File: config.mk
export PLATFORM = sky130hd
export DESIGN_NAME = pc_fetch_sequencer
export DESIGN_NICKNAME = d
export VERILOG_FILES = /design/src/rtl/pc_fetch_sequencer.sv
export SDC_FILE = /design/constraint.sdc
export NUM_CORES = 1
export LEC_CHECK = 0
export BUFFER_PORTS_ARGS = -buffer_cell sky130_fd_sc_hd__buf_2
export CORE_UTILIZATION = 52
export DETAILED_ROUTE_END_ITERATION = 8
export PLACE_DENSITY_LB_ADDON = 0.12
export SLEW_MARGIN = 10
export SYNTH_ARGS = -nofsm -noshare
export SYNTH_HDL_FRONTEND = slang
export SYNTH_SLANG_ARGS = --single-unit
export TNS_END_PERCENT = 1
File: constraint.sdc
create_clock -name clk -period 3.5 [get_ports clk]
set_input_delay 0.7 -clock clk [delete_from_list [all_inputs] [get_ports clk]]
set_output_delay 0.7 -clock clk [all_outputs]
set_load 0.05 [all_outputs]
File: src/rtl/pc_fetch_sequencer.sv
// Program-counter owner and instruction-fetch sequencer.
// Fetches one word per instruction over a req/ack handshake, holds it for a
// single EXEC cycle, then picks the next PC (sequential, branch or jalr).
// Provides halt/resume and a sticky trap (fetch timeout, illegal select,
// misaligned target). Reset is synchronous and active-low.
module pc_fetch_sequencer #(
   parameter int               XLEN            = 32,
   parameter logic [XLEN-1:0]  RESET_VECTOR    = '0,
   parameter int               IMEM_ADDR_WIDTH = 8,
   parameter int               MAX_WAIT        = 15
) (
   input  logic                       clk,
   input  logic                       rst,
   output logic                       imem_req,
   output logic [IMEM_ADDR_WIDTH-1:0] imem_addr,
   input  logic                       imem_ack,
   input  logic [XLEN-1:0]            imem_rdata,
   output logic [XLEN-1:0]            instr,
   output logic                       instr_valid,
   output logic [XLEN-1:0]            pc,
   input  logic [1:0]                 pc_src,
   input  logic                       branch_taken,
   input  logic [XLEN-1:0]            branch_offset,
   input  logic [XLEN-1:0]            jalr_target,
   input  logic                       halt_req,
   input  logic                       resume,
   output logic [2:0]                 state,
   output logic                       trap,
   output logic [1:0]                 trap_cause
);

   typedef enum logic [2:0] {
      ST_FETCH = 3'd0,
      ST_WAIT  = 3'd1,
      ST_EXEC  = 3'd2,
      ST_HALT  = 3'd3,
      ST_TRAP  = 3'd4
   } state_t;

   localparam logic [XLEN-1:0] PC_STEP    = XLEN'(4);
   localparam logic [XLEN-1:0] BIT0_MASK  = ~XLEN'(1);
   localparam logic [7:0]      MAX_WAIT_C = 8'(MAX_WAIT);

   localparam logic [1:0] CAUSE_NONE     = 2'b00;
   localparam logic [1:0] CAUSE_TIMEOUT  = 2'b01;
   localparam logic [1:0] CAUSE_ILL_SRC  = 2'b10;
   localparam logic [1:0] CAUSE_MISALIGN = 2'b11;

   state_t            state_q, state_d;
   logic [XLEN-1:0]   pc_q, pc_d;
   logic [XLEN-1:0]   instr_q, instr_d;
   logic [7:0]        wait_cnt_q, wait_cnt_d;
   logic [1:0]        cause_q, cause_d;
   logic [XLEN-1:0]   pc_seq;
   logic [XLEN-1:0]   pc_cand;

   // State register: every flop is cleared by the synchronous active-low reset
   always_ff @(posedge clk) begin
      if (!rst) begin
         state_q    <= ST_FETCH;
         pc_q       <= RESET_VECTOR;
         instr_q    <= '0;
         wait_cnt_q <= '0;
         cause_q    <= CAUSE_NONE;
      end else begin
         state_q    <= state_d;
         pc_q       <= pc_d;
         instr_q    <= instr_d;
         wait_cnt_q <= wait_cnt_d;
         cause_q    <= cause_d;
      end
   end

   // Next-state logic: fetch handshake, timeout counting and next-PC selection
   always_comb begin
      state_d    = state_q;
      pc_d       = pc_q;
      instr_d    = instr_q;
      wait_cnt_d = wait_cnt_q;
      cause_d    = cause_q;

      // Arithmetic wraps modulo 2^XLEN; jalr always drops bit 0.
      pc_seq = pc_q + PC_STEP;
      case (pc_src)
         2'b01:   pc_cand = branch_taken ? (pc_q + branch_offset) : pc_seq;
         2'b10:   pc_cand = jalr_target & BIT0_MASK;
         default: pc_cand = pc_seq;
      endcase

      case (state_q)
         ST_FETCH: begin
            if (imem_ack) begin
               instr_d    = imem_rdata;
               wait_cnt_d = '0;
               state_d    = ST_EXEC;
            end else begin
               wait_cnt_d = 8'd1;
               state_d    = ST_WAIT;
            end
         end
         ST_WAIT: begin
            if (imem_ack) begin
               instr_d    = imem_rdata;
               wait_cnt_d = '0;
               state_d    = ST_EXEC;
            end else if (wait_cnt_q == MAX_WAIT_C) begin
               cause_d = CAUSE_TIMEOUT;
               state_d = ST_TRAP;
            end else begin
               wait_cnt_d = wait_cnt_q + 8'd1;
            end
         end
         ST_EXEC: begin
            // A faulting instruction leaves pc pointing at itself.
            if (pc_src == 2'b11) begin
               cause_d = CAUSE_ILL_SRC;
               state_d = ST_TRAP;
            end else if (pc_cand[1:0] != 2'b00) begin
               cause_d = CAUSE_MISALIGN;
               state_d = ST_TRAP;
            end else begin
               pc_d    = pc_cand;
               state_d = halt_req ? ST_HALT : ST_FETCH;
            end
         end
         ST_HALT: begin
            if (resume) begin
               state_d = ST_FETCH;
            end
         end
         ST_TRAP: begin
            state_d = ST_TRAP;
         end
         default: begin
            state_d = ST_FETCH;
         end
      endcase
   end

   // Moore outputs decoded from the current state
   always_comb begin
      imem_req    = 1'b0;
      instr_valid = 1'b0;
      trap        = 1'b0;
      case (state_q)
         ST_FETCH, ST_WAIT: imem_req    = 1'b1;
         ST_EXEC:           instr_valid = 1'b1;
         ST_TRAP:           trap        = 1'b1;
         default:           ;
      endcase
   end

   assign imem_addr  = pc_q[IMEM_ADDR_WIDTH+1:2];
   assign instr      = instr_q;
   assign pc         = pc_q;
   assign state      = state_q;
   assign trap_cause = cause_q;

endmodule
* After elaboration in Yosys (flattened, before gate mapping) *
Cells that the tools add are included.

word-level totals
  bits in registers = 77

operators by class
  $add $sub $neg = 3
  eq/ne operators = 14
  multiplexer cells = 22
  bitwise logic cells = 2
  reduce and logical (&&, ||, !) cells = 10

operators by type and width
  operator                 number
  $pmux W32 S2             1
  $add A32 B3 Y32 const B  1
  $add A32 B32 Y32         1
  $mux W32                 1
  $mux W8                  2
  $pmux W8 S2              1
  $mux W3                  5
  $pmux W3 S5              1
  $mux W2                  6
  $ne A3 B3 Y1 const B     3
  $add A8 B1 Y8 const B    1
  $eq A8 B4 Y1 const B     1
  $eq A3 B2 Y1 const B     2
  $ne A2 B2 Y1 const B     3
  $reduce_and A2 Y1        3
  $reduce_bool A2 Y1       3
  $eq A2 B2 Y1 const B     2
  $mux W1                  4
  $pmux W2 S2              1
  $reduce_and A4 Y1        1
  $eq A3 B1 Y1 const B     1
  $eq A3 B3 Y1 const B     1
  $logic_not A3 Y1         1
  $reduce_and A3 Y1        1
  other kinds (3)          4

* Depth between registers and ports, before layout *
  depth in word-level cells = 7
  gate-level depth with buffers = 14
  gate-level depth less buffers = 11

* Worst setup path after synthesis *
No wires, ideal clock.

  kind = register to register
  start = register state_q[1], in the netlist state[1]
  end = register pc_q[30], in the netlist pc[30]
  setup time = 95 ps
  arrival time = 3126 ps
  data required time = 3405 ps
  setup slack = 278 ps
  stages on the path, launching flop included = 8
  buffers on the path = 1
  period minus slack after synthesis = 3222 ps
  cells stage by stage = dfxtp_1 inv_1 nor3_1 and2_1 clkbuf_8 o21ai_0 or4b_1 o311ai_1

between the ends
  cells in the longest elaborated chain, start to end = 2

RTL lines
  element                             line  source
  start, declared                     49    state_t state_q, state_d;
  start signal, assigned              66    state_q <= state_d;
  $eq A3 B2 Y1                        90    case (state_q)
  $reduce_and A3 Y1 (no source line)  --
  end signal, assigned                67    pc_q <= pc_d;
  end, declared                       50    logic [XLEN-1:0] pc_q, pc_d;

No other way between the ends.
A chain may end at the register's enable or synchronous reset.

* Final worst setup path *
  start = input port branch_offset[0]
  end = register pc_q[30], in the netlist pc[30]

between the ends
  cells in the longest elaborated chain, start to end = 6

RTL lines
  element                             line  source
  start, declared                     23    input logic [XLEN-1:0] branch_offset,
  $add A32 B32 Y32 *                  85    2'b01: pc_cand = branch_taken ? (pc_q + branch_offset) : pc_seq;
  $mux W32 *                          85
  $pmux W32 S2 *                      84    case (pc_src)
  $reduce_bool A2 Y1                  118   end else if (pc_cand[1:0] != 2'b00) begin
  $not A1 Y1 (no source line)         --
  $reduce_and A3 Y1 (no source line)  --

Every way passes the cells marked *; elsewhere a longest branch is shown, timed or not.

==> reports/qor.txt <==
Total GRT Usage = 29.7%
global-route wire length before repair = 27,400 um
per-cell routed wire length = 16.0 um
fmax = 0.324 GHz
Max-Cap Viols = 0
synthesized cell area = 5680 um2
largest family of logic cells by synthesized area = compound AO/OA/AOI/OAI gates
post-synthesis sequential area ratio = 27.1%
worst path cell trace = buf_2 > ha_1 > fa_1 > a21oi_1 > nand4b_1 > a21oi_2 > a211oi_2 > buf_4 > a31oi_4 > buf_4 > a31oi_4 > o31ai_2 > or4b_1 > o311ai_1
worst path arrival time = 3.34 ns
FF-to-FF Start = pc[0]$_SDFFE_PN0P_
postcts setup bufs = 0
row count = 37
slowest stage cell, crit path = or4b_1
Synth Net Count = 900
drt via density = 5.96
IO Port Bufs = 182
RSZ-0062 raised after global routing = false
yosys warns = 0
Area Growth Syn to Fin = 21.2%
GP Congestion = 0.869
cell leakage power = 3.18 nW
final slew viol count = 0
Remaining DRCs = 0
Clk Latency, worst-skew pair = 0.35 ns
Synth Area in Compound Gates = 31.0%
Core Area = 10,500 um2
Synth Flop Type = dfxtp_1
worst clock skew = 0.0122 ns
Root Buffer = clkbuf_8
Inserted Clock Buffers = 9
Max VDD drop = 0.232 mV
Hold Buf Count CTS = 0
clk buf depth = 2
pwr/cell area = 328 nW/um2
layout cells sized above 1 = 26.4%
Yosys cell types = 71
Slew HR = 27.6%
design area = 6890 um2
reg-to-reg critical path endpoint = pc[30]$_SDFFE_PN0P_
clock sinks = 77
Cells after Synth = 759
r2r worst-path depth = 13
n_diodes = 0
Post-Synth Adder-Cell Area = 8.28%
Async SR Flop Fraction = 0%
vias in the first global route = 5,734
post-cts gate resize count = 0
via count = 6,394
drt pass-1 iters = 5
Post-synth EDFFs = 0
DIE HEIGHT = 107 um
drt total wl = 17,200 um
R2R setup slack = 0.43 ns
Syn Area/Cell = 7.49 um2
Final Util = 65.8%
Worst Hold Class = flip-flop to flip-flop
dpl ws = 0.0776 ns
CP delay by family, top = compound AO/OA/AOI/OAI gates
Yosys reg bits = 77
Crit Path Max Fanout = 4
H-tree Lvls = 3
hold path endpoint = instr[12]$_SDFFE_PN0P_
post-DP HPWL = 12,800 um
CP Launch Type = input pin
post-synthesis xor/xnor area fraction = 5.24%
Iteration-0 DRC Markers = 480
initial antenna violation count = 0
hold_ws = 0.456 ns
CTS tree = yes
slowest cell delay on critical path = 0.46 ns
mux cell area share after synthesis = 0.528%
die width = 107 um
final hold vios = 0
fin crit period = 3.08 ns
largest net degree at the start of global routing = 43
Post-DP Area = 6710 um2
class of the most critical setup path = input pin to flip-flop
WP data required = 3.75 ns
Initial Util = 54.3%
setup tns final = 0 ns
full die area = 11,400 um2
Hold Crit Start = instr[12]$_SDFFE_PN0P_
Filler cells = 959
outcome = complete, no violations
Buf/Inv on CP = 3
hold path depth = 2
Detail Route Antenna Nets = 0
Reg clk slew, reported paths = 0.10 ns
I/O pin count = 184
Slew @ Worst Pin = 1.08 ns
final worst path period share = 88.1%
final net count = 1,072
crit end category = flip-flop
Synth Area in Simple Gates = 22.2%
setup violators final = 0
Final Worst Setup Slack = 0.415 ns
grt total ovfl = 0
## sequential cells by signal, summed over array words and instances, names as in the netlist
signal,count
instr,32
pc,32
wait_cnt_q,8
state,3
trap_cause,2
## stage by stage
step | cells | total power, mW
after floorplan | 759 | 1.43
after global placement | 1056 | 1.61
after detailed placement | 1056 | 1.63
after CTS | 1072 | 2.27
after global routing | 1072 | 2.38
final | 1072 | 2.26
## cells in the final DEF (no fill, tap or decap), drive strengths merged, types with 8 or more instances in the layout
master / count
nor2b: 8
a21o: 16
xor2: 16
and2: 9
a21oi: 95
a31oi: 9
nand4: 11
nor2: 51
inv: 16
nand3: 20
xnor2: 18
ha: 36
buf: 210
clkbuf: 9
dfxtp: 77
nand2: 123
nor3: 16
a22oi: 14
o21ai: 64
and3: 11
a221oi: 12
## final cells by class
| type | instances | area (um2) | share of cell area [%] |
|---|---|---|---|
| clock buffers | 9 | 124 | 1.80 |
| clock inverters | 7 | 56.3 | 0.817 |
| inverters | 14 | 52.6 | 0.763 |
| multi-input cells | 619 | 3820 | 55.5 |
| flip-flops and latches | 77 | 1540 | 22.4 |
| well taps | 136 | 170 | 2.47 |
| repair buffers | 210 | 1120 | 16.3 |
## kinds of logic after synthesis
group,after synthesis
AO/OA/AOI/OAI,273
AND/OR/NAND/NOR,272
flip-flops,77
buffers and inverters,63
adder cells (fa/ha/maj),37
XOR/XNOR,34
multiplexers,3
## power by group
group / switching (mW) / internal (mW) / leakage (nW)
Clock: 0.380 / 0.267 / 0.0906
Combinational: 0.448 / 0.216 / 2.47
Sequential: 0.0369 / 0.916 / 0.627
## Yosys cell counts, drive strengths merged, types with 8 or more instances
cell type	count	area, um2
xor2	16	140
inv	13	48.8
nand2	123	462
dfxtp	77	1540
nand3	20	100
a21o	16	120
a31oi	9	86.3
and3	11	68.8
a21oi	95	490
nor3	16	90.1
nand4	11	68.8
clkbuf	37	173
buf	11	75.1
nor2b	8	50.1
o21ai	64	324
xnor2	18	158
ha	36	450
a22oi	14	105
and2	9	60.1
a221oi	12	105
nor2	51	191
## how the worst max path moves through the flow
stage | from | end | depth (start not counted) | slack [ns]
2_1_floorplan | state[1]$_SDFFE_PN0P_ | pc[30]$_SDFFE_PN0P_ | 7 | 0.28
3_5_place_dp | branch_offset[0] | pc[30]$_SDFFE_PN0P_ | 14 | 0.08
3_3_place_gp | branch_offset[0] | pc[30]$_SDFFE_PN0P_ | 14 | 0.10
4_1_cts | branch_offset[0] | pc[30]$_SDFFE_PN0P_ | 14 | 0.43
5_1_grt | branch_offset[0] | pc[31]$_SDFFE_PN0P_ | 12 | 0.23
6_report | branch_offset[0] | pc[30]$_SDFFE_PN0P_ | 14 | 0.42
## worst reg2reg max path, delay by kind of cell (launching register included)
kind	cells	cell delay (ns)
compound gates	7	1.16
simple gates	2	0.69
fa+ha+maj	2	0.43
flops	1	0.38
buf+inv	2	0.33
## layer usage
layer | global-route usage [%] | part of all wire [%] | wire, um
met2 | 50.3 | 48 | 8320
met5 | 0 | 0 | 0
met3 | 3.19 | 6.9 | 1180
met1 | 39.5 | 43 | 7420
met4 | 9.30 | 1.7 | 285
(Power assumes the default switching activity.)
